[src/rtl/uart_output_queue.sv]
// Output word FIFO feeding a UART 8N1 serialiser. Entries are {len, data}; 4-byte words go out
// little-endian as back-to-back frames, and output_stall back-pressures the core while the FIFO is full.
module uart_output_queue #(
  parameter int CLK_PER_HALF_BIT = 30,
  parameter int DEPTH_LOG2       = 4
) (
  input  logic        clk,
  input  logic        rst,
  input  logic [31:0] send_data,
  input  logic [1:0]  core_sig,
  output logic        txd,
  output logic        output_stall,
  output logic        busy,
  output logic        overflow
);

  localparam int DEPTH   = 1 << DEPTH_LOG2;
  localparam int BIT_CYC = 2 * CLK_PER_HALF_BIT;
  localparam int CW      = $clog2(BIT_CYC);
  localparam logic [CW-1:0]         CYC_LAST   = CW'(BIT_CYC - 1);
  localparam logic [DEPTH_LOG2:0]   COUNT_FULL = (DEPTH_LOG2 + 1)'(DEPTH);

  typedef enum logic [1:0] {IDLE, START, DATA, STOP} state_t;

  logic [32:0]           mem [DEPTH];
  logic [DEPTH_LOG2-1:0] wr_ptr;
  logic [DEPTH_LOG2-1:0] rd_ptr;
  logic [DEPTH_LOG2:0]   count;
  state_t                state;
  logic [CW-1:0]         cyc;
  logic [2:0]            bit_idx;
  logic [2:0]            bytes_left;
  logic [31:0]           shift;
  logic                  full;
  logic                  push;
  logic                  push_ok;
  logic                  pop;

  // A push while full is dropped even if the serialiser pops in the same cycle.
  assign full         = (count == COUNT_FULL);
  assign push         = core_sig[1];
  assign push_ok      = push & ~full;
  assign pop          = (state == IDLE) && (count != '0);
  assign output_stall = full;
  assign busy         = (count != '0) || (state != IDLE);

  always_ff @(posedge clk) begin
    if (push_ok) mem[wr_ptr] <= {core_sig[0], send_data};
  end

  always_ff @(posedge clk) begin
    if (rst) begin
      wr_ptr   <= '0;
      rd_ptr   <= '0;
      count    <= '0;
      overflow <= 1'b0;
    end else begin
      if (push_ok) wr_ptr <= wr_ptr + DEPTH_LOG2'(1);
      if (pop)     rd_ptr <= rd_ptr + DEPTH_LOG2'(1);
      case ({push_ok, pop})
        2'b10:   count <= count + (DEPTH_LOG2 + 1)'(1);
        2'b01:   count <= count - (DEPTH_LOG2 + 1)'(1);
        default: ;
      endcase
      if (push & full) overflow <= 1'b1;
    end
  end

  // txd is registered, so the line lags the state by one cycle.
  always_ff @(posedge clk) begin
    if (rst) begin
      state      <= IDLE;
      txd        <= 1'b1;
      cyc        <= '0;
      bit_idx    <= '0;
      bytes_left <= '0;
      shift      <= '0;
    end else begin
      case (state)
        IDLE: begin
          txd     <= 1'b1;
          cyc     <= '0;
          bit_idx <= '0;
          if (pop) begin
            shift      <= mem[rd_ptr][31:0];
            bytes_left <= mem[rd_ptr][32] ? 3'd4 : 3'd1;
            state      <= START;
          end
        end
        START: begin
          txd <= 1'b0;
          if (cyc == CYC_LAST) begin
            cyc   <= '0;
            state <= DATA;
          end else begin
            cyc <= cyc + CW'(1);
          end
        end
        DATA: begin
          txd <= shift[bit_idx];
          if (cyc == CYC_LAST) begin
            cyc <= '0;
            if (bit_idx == 3'd7) begin
              bit_idx <= '0;
              state   <= STOP;
            end else begin
              bit_idx <= bit_idx + 3'd1;
            end
          end else begin
            cyc <= cyc + CW'(1);
          end
        end
        STOP: begin
          txd <= 1'b1;
          if (cyc == CYC_LAST) begin
            cyc <= '0;
            if (bytes_left > 3'd1) begin
              bytes_left <= bytes_left - 3'd1;
              shift      <= {8'h00, shift[31:8]};
              state      <= START;
            end else begin
              bytes_left <= '0;
              state      <= IDLE;
            end
          end else begin
            cyc <= cyc + CW'(1);
          end
        end
        default: state <= IDLE;
      endcase
    end
  end

endmodule

[config.mk]
export PLATFORM = sky130hd
export DESIGN_NAME = uart_output_queue
export DESIGN_NICKNAME = d
export VERILOG_FILES = /design/src/rtl/uart_output_queue.sv
export SDC_FILE = /design/constraint.sdc
export NUM_CORES = 1
export LEC_CHECK = 0
export CAP_MARGIN = 20
export CORE_AREA = 2 2 218 199
export DETAILED_ROUTE_END_ITERATION = 10
export DIE_AREA = 0 0 220 201
export PLACE_DENSITY = 0.71
export SLEW_MARGIN = 40
export SYNTH_ARGS = -nofsm -noshare
export SYNTH_HDL_FRONTEND = slang
export SYNTH_SLANG_ARGS = --single-unit
[constraint.sdc]
create_clock -name clk -period 5 [get_ports clk]
set_input_delay 1.25 -clock clk [delete_from_list [all_inputs] [get_ports clk]]
set_output_delay 1.25 -clock clk [all_outputs]
set_load 0.05 [all_outputs]
# Word level (Yosys, flattened, before mapping)
# Memory sizes are Yosys's and may differ from the RTL's. A register that Yosys moved wholly into a read port is not among the register bits.
# Cells that the tools add are included.
# totals
regBits	61
latch_bits	0
ram_bits	528
romBits	0
input_bits	36
output_inout_bits	4
word_cells	80
memories	1
# op_classes
addsub	7
multipliers	0
n_div	0
n_lt_le_gt_ge	2
n_eq_ne	14
shifts	0
n_mux	29
bitwise_logic	3
reduce_logical	14
# mem_list
name	words	width	rd	rd_clocked_by_memory_dff	wr	line	source
mem	16	33	1	1	1	25	logic [32:0] mem [DEPTH];
# ops
op	count
32-bit 2-to-1 mux	3
32-bit one-hot mux with 2 select lines	1
3-bit 2-to-1 mux	6
2-bit != test (second input constant)	6
3-bit one-hot mux with 2 select lines	2
6-bit one-hot mux with 2 select lines	1
2-bit 2-to-1 mux	5
5-bit one-hot mux with 2 select lines	1
4-bit by 1-bit adder with 4-bit output (second input constant)	2
4-bit 2-to-1 mux	2
2-bit one-hot mux with 4 select lines	1
2-bit nonzero test	4
6-bit by 1-bit adder with 6-bit output (second input constant)	1
2-bit == test (second input constant)	3
6-bit == test (second input constant)	1
3-bit by 6-bit less-than comparator with 1-bit output (second input constant)	1
6-bit 2-to-1 mux	1
5-bit by 1-bit adder with 5-bit output (second input constant)	1
5-bit == test (second input constant)	1
5-bit AND reduction	1
5-bit nonzero test	1
5-bit by 1-bit subtractor with 5-bit output (second input constant)	1
2-bit by 1-bit == test with 1-bit output (second input constant)	2
1-bit 2-to-1 mux	4
16 further kinds	17

# Depth between registers and ports, before layout
# depth
ltp_word	5
mapped_depth	14
mapped_depth_nobuf	12

# Least setup slack after synthesis
# No wires, ideal clock.
# synth_path
kind	input to register
startpoint	in core_sig[1]
endpoint	mem mem[3][0], enable pin
setup_time_ns	0.464
arrival_time_ns	4.202
required_ns	4.536
setup_slack_ns	0.334
cell_stages	3
n_path_buf	0
cell_sequence	a21boi_1 nand2_1 nor3_1
# synth_between
elab_chain_len	3
# synth_rtl
item	line	source
from (decl)	10	input logic [1:0] core_sig,
1-bit bitwise AND	42	assign push_ok = push & ~full;
1-bit 2-to-1 mux	48	if (push_ok) mem[wr_ptr] <= {core_sig[0], send_data};
1-bit 2-to-1 mux (not written as such)	48	
to (decl)	25	
# Every way passes these cells.

# Worst setup path in the final report
# layout_path
startpoint	reg count[1]
endpoint	out busy
# layout_between
elab_chain_len	2
# layout_rtl
item	line	source
from (decl)	28	logic [DEPTH_LOG2:0] count;
from (signal assigned)	61	2'b10: count <= count + (DEPTH_LOG2 + 1)'(1);
from (signal assigned)	62	2'b01: count <= count - (DEPTH_LOG2 + 1)'(1);
5-bit nonzero test	45	assign busy = (count != '0) || (state != IDLE);
1-bit logical OR	45	
to (decl)	13	output logic busy,
# Every way passes these cells.

==> qor.txt <==
======================================================================================
Fraction of post-synthesis cell area in the top cell type by area                0.693
Average detailed-routed wire length per instance                               26.5 um
Final standard cell area without fillers                                    0.0258 mm2
Fraction of synthesis flops using an asynchronous set or reset pin                   0
Pin count of the biggest net entering global routing                                56
Chain of cells forming the critical path                                  nor4_4, nand3_2, clkdlybuf4s50_1
Number of sinks driven by the clock tree                                           593
Global-route wire length before repair                                         72.8 mm
Post-route DRC                                                                       0
Y dimension of the die                                                          201 um
Weighted congestion reported at the end of routability-driven placement          0.796
Count of buffers added by post-CTS timing repair for setup                           0
Leakage power total                                                            8.07 nW
Number of gates resized after CTS                                                    0
Total number of H-tree levels                                                        2
Critical Path RT                                                               3750 ps
YS warnings                                                                          0
Slew at the pin closest to its max-slew limit                                   785 ps
Flops & latches, synth                                                             593
Final Hold Violating Endpoints                                                       0
Slew Limit Fails                                                                     0
Post-route fraction of the period consumed by the critical path                  0.756
Cts-stage hold buffer count                                                          0
Min-Delay Path Class                                                        reg -> reg
Global-route usage over all layers                                               0.226
Top FF cell, synth                                                            edfxtp_1
Number of distinct standard cells referenced by the synthesized netlist             52
Type of the worst setup path                                                reg -> out
Ratio of routed vias to standard cells                                            6.21
Post-layout net count                                                             1282
Critical Path Sink Type                                                    output port
Layout area overhead                                                             12.8%
Part of the Yosys area used for sequential elements                              0.750
Number of I/O port buffers                                                          39
Share of cells above drive strength 1                                            0.220
Clock Path Buffers                                                                   3
Final Critical Period                                                          3780 ps
Cell type with the highest aggregate area in the netlist                      edfxtp_1
Synthesized area per cell                                                     19.6 um2
TritonCTS clock tree                                                              done
Largest fanout of any net on the critical path                                       9
Launching element type of the critical path                                  flip-flop
Antenna violations before repair                                                     2
Std cell rows                                                                       72
Peak Freq                                                                    0.264 GHz
Highest-delay cell along the critical path                                clkdlybuf4s50_1
Max-slew headroom at the worst pin                                               0.476
Clock latency at the later pin of the worst-skew pair                           630 ps
Number of CTS-inserted buffers                                                      55
Arr. time, crit path                                                           2530 ps
Register-to-register setup slack                                               1560 ps
Largest vdd supply drop                                                     0.000321 V
Core outline area                                                           0.0422 mm2
Vias in the first global route                                                   11.3k
Netlist area before placement                                               0.0229 mm2
Pre-Repair DR Iteration Count                                                        5
Starting utilization of the core area                                            0.543
Biggest cell delay along the critical path                                      780 ps
Area of placed instances                                                    0.0241 mm2
Setup repair after global routing missed its margin                                 no
Die footprint                                                               0.0442 mm2
Setup violation total in the final timing report                                     0
Root buf cell                                                                clkbuf_16
Setup TNS                                                                         0 ps
Gate count of the mapped netlist                                                  1165
Antenna-violating nets left                                                          0
Total Wirelength                                                               48.6 mm
Detailed placement HPWL                                                        28.8 mm
Total congestion overflow                                                            0
Clock transition at the registers of the reported paths                          60 ps
Result of the run                                                         finished, final reports clean
Via Count                                                                        11.4k
Max-Cap Viols                                                                        0
Number of DRC markers after the initial detailed-route iteration                  1437
EDFF count, synth                                                                  528
Max Clock Skew                                                                 25.0 ps
Total nets after synthesis                                                        1217
Power density over the cells                                                493 mW/mm2
Top post-synthesis cells by area                                          edfxtp_1 (69%), mux4_2 (13%), dfxtp_1 (5.7%)
Die X-Extent                                                                    220 um
Top-Level Pins                                                                      40
======================================================================================
-- report_power, final --
group | switching, mW | internal (mW) | total [mW]
registers | 0.246 | 5.66 | 5.91
clock network | 1.81 | 2.23 | 4.04
logic | 1.54 | 1.23 | 2.77
-- layout make-up --
cell class | instances | area [um2]
Antenna cell | 1 | 2.50
Inverter | 16 | 60.1
Timing Repair Buffer | 77 | 711
Fill cell | 2929 | 16400
Multi-Input combinational cell | 487 | 5430
Clock inverter | 40 | 333
Sequential cell | 593 | 17200
Tap cell | 555 | 694
Clock buffer | 62 | 1400
-- cells in the mapped netlist (3+ instances only) --
| cell type | n |
|---|---|
| nor2_1 | 76 |
| a22oi_1 | 55 |
| ha_1 | 16 |
| buf_4 | 5 |
| xor2_1 | 9 |
| dfxtp_1 | 65 |
| a22o_1 | 8 |
| nor3_1 | 29 |
| a32oi_1 | 3 |
| mux4_2 | 134 |
| buf_2 | 18 |
| inv_1 | 16 |
| nand3b_1 | 3 |
| edfxtp_1 | 528 |
| xnor2_1 | 5 |
| mux2_2 | 3 |
| nand2b_1 | 5 |
| a21oi_1 | 33 |
| and2_1 | 3 |
| buf_6 | 7 |
| nand2_1 | 11 |
| nand4_1 | 5 |
| buf_1 | 7 |
| nand3_1 | 6 |
| mux2i_1 | 14 |
| nor2b_1 | 4 |
| o21ai_0 | 13 |
| a211oi_1 | 25 |
| clkbuf_1 | 32 |
-- registers in the layout (all words and copies together), names as in the netlist, named ones only --
name / count
wr_ptr: 4
count: 5
cyc: 6
state: 2
overflow: 1
bytes_left: 3
shift: 32
mem: 528
txd: 1
rd_ptr: 4
bit_idx: 3
-- cell usage in the layout, fill, tap and decap left out, types with 3 or more instances in the layout --
cell type,n
clkinv_1,22
a32oi_1,3
dfxtp_1,62
clkinv_4,3
mux4_2,134
inv_1,16
mux2i_1,14
nand3b_1,3
buf_12,3
buf_4,36
nand2_1,11
mux2_2,3
nor2_1,63
clkdlybuf4s50_1,38
a211oi_1,25
nor3_2,4
bufinv_16,4
a22oi_1,55
o21ai_0,13
ha_1,15
a22o_1,8
nand4_1,5
xnor2_1,5
nand3_1,6
nor3_1,25
clkinv_2,5
clkbuf_16,55
clkbuf_1,7
edfxtp_1,528
xor2_1,9
nand2b_1,5
nor2_4,13
a21oi_1,33
-- per-stage QoR --
| stage | power [mW] | cells | hold slack [ps] | setup WS [ps] | util |
|---|---|---|---|---|---|
| finish | 12.7 | 1831 | 450 | 1220 | 0.612 |
| global route | 13.3 | 1831 | 489 | 1100 | 0.612 |
| CTS | 12.8 | 1830 | 456 | 1200 | 0.612 |
| detailed placement | 8.79 | 1728 | 441 | 884 | 0.571 |
| global placement | 8.75 | 1728 | 427 | 882 | 0.571 |
| floorplan | 7.98 | 1165 | 418 | 334 | - |
-- critical path: cells and delay by family, from the launching register on --
kind / cells / cell delay (ps)
buf+inv: 1 / 780
flops: 1 / 400
simple gates: 2 / 750
-- path summary, 6_finish.rpt --
| check | from | endpoint | depth (start not counted) |
|---|---|---|---|
| worst max-delay path | count[1]$_SDFFE_PP0P_ | busy | 3 |
| worst min-delay path | cyc[0]$_SDFF_PP0_ | cyc[0]$_SDFF_PP0_ | 1 |
| worst max register to register | state[0]$_SDFFE_PP0P_ | count[4]$_SDFFE_PP0P_ | 12 |
| worst min register to register | cyc[0]$_SDFF_PP0_ | cyc[0]$_SDFF_PP0_ | 1 |
-- per-layer routing --
metal | routed length [um] | vias up | global-route usage
li1 | - | 4911 | -
met1 | 20900 | 5920 | 0.350
met2 | 22200 | 482 | 0.328
met3 | 4570 | 64 | 0.0564
met4 | 847 | 0 | 0.0554
met5 | 0 | - | 0
-- cells by family after synthesis --
family,share of synthesized area
compound gates,0.0464
fa+ha+maj,0.00875
mux,0.140
buf+inv,0.0181
flops,0.750
simple gates,0.0313
xor+xnor,0.00536
Note: power is estimated with default switching activity, not from simulation.
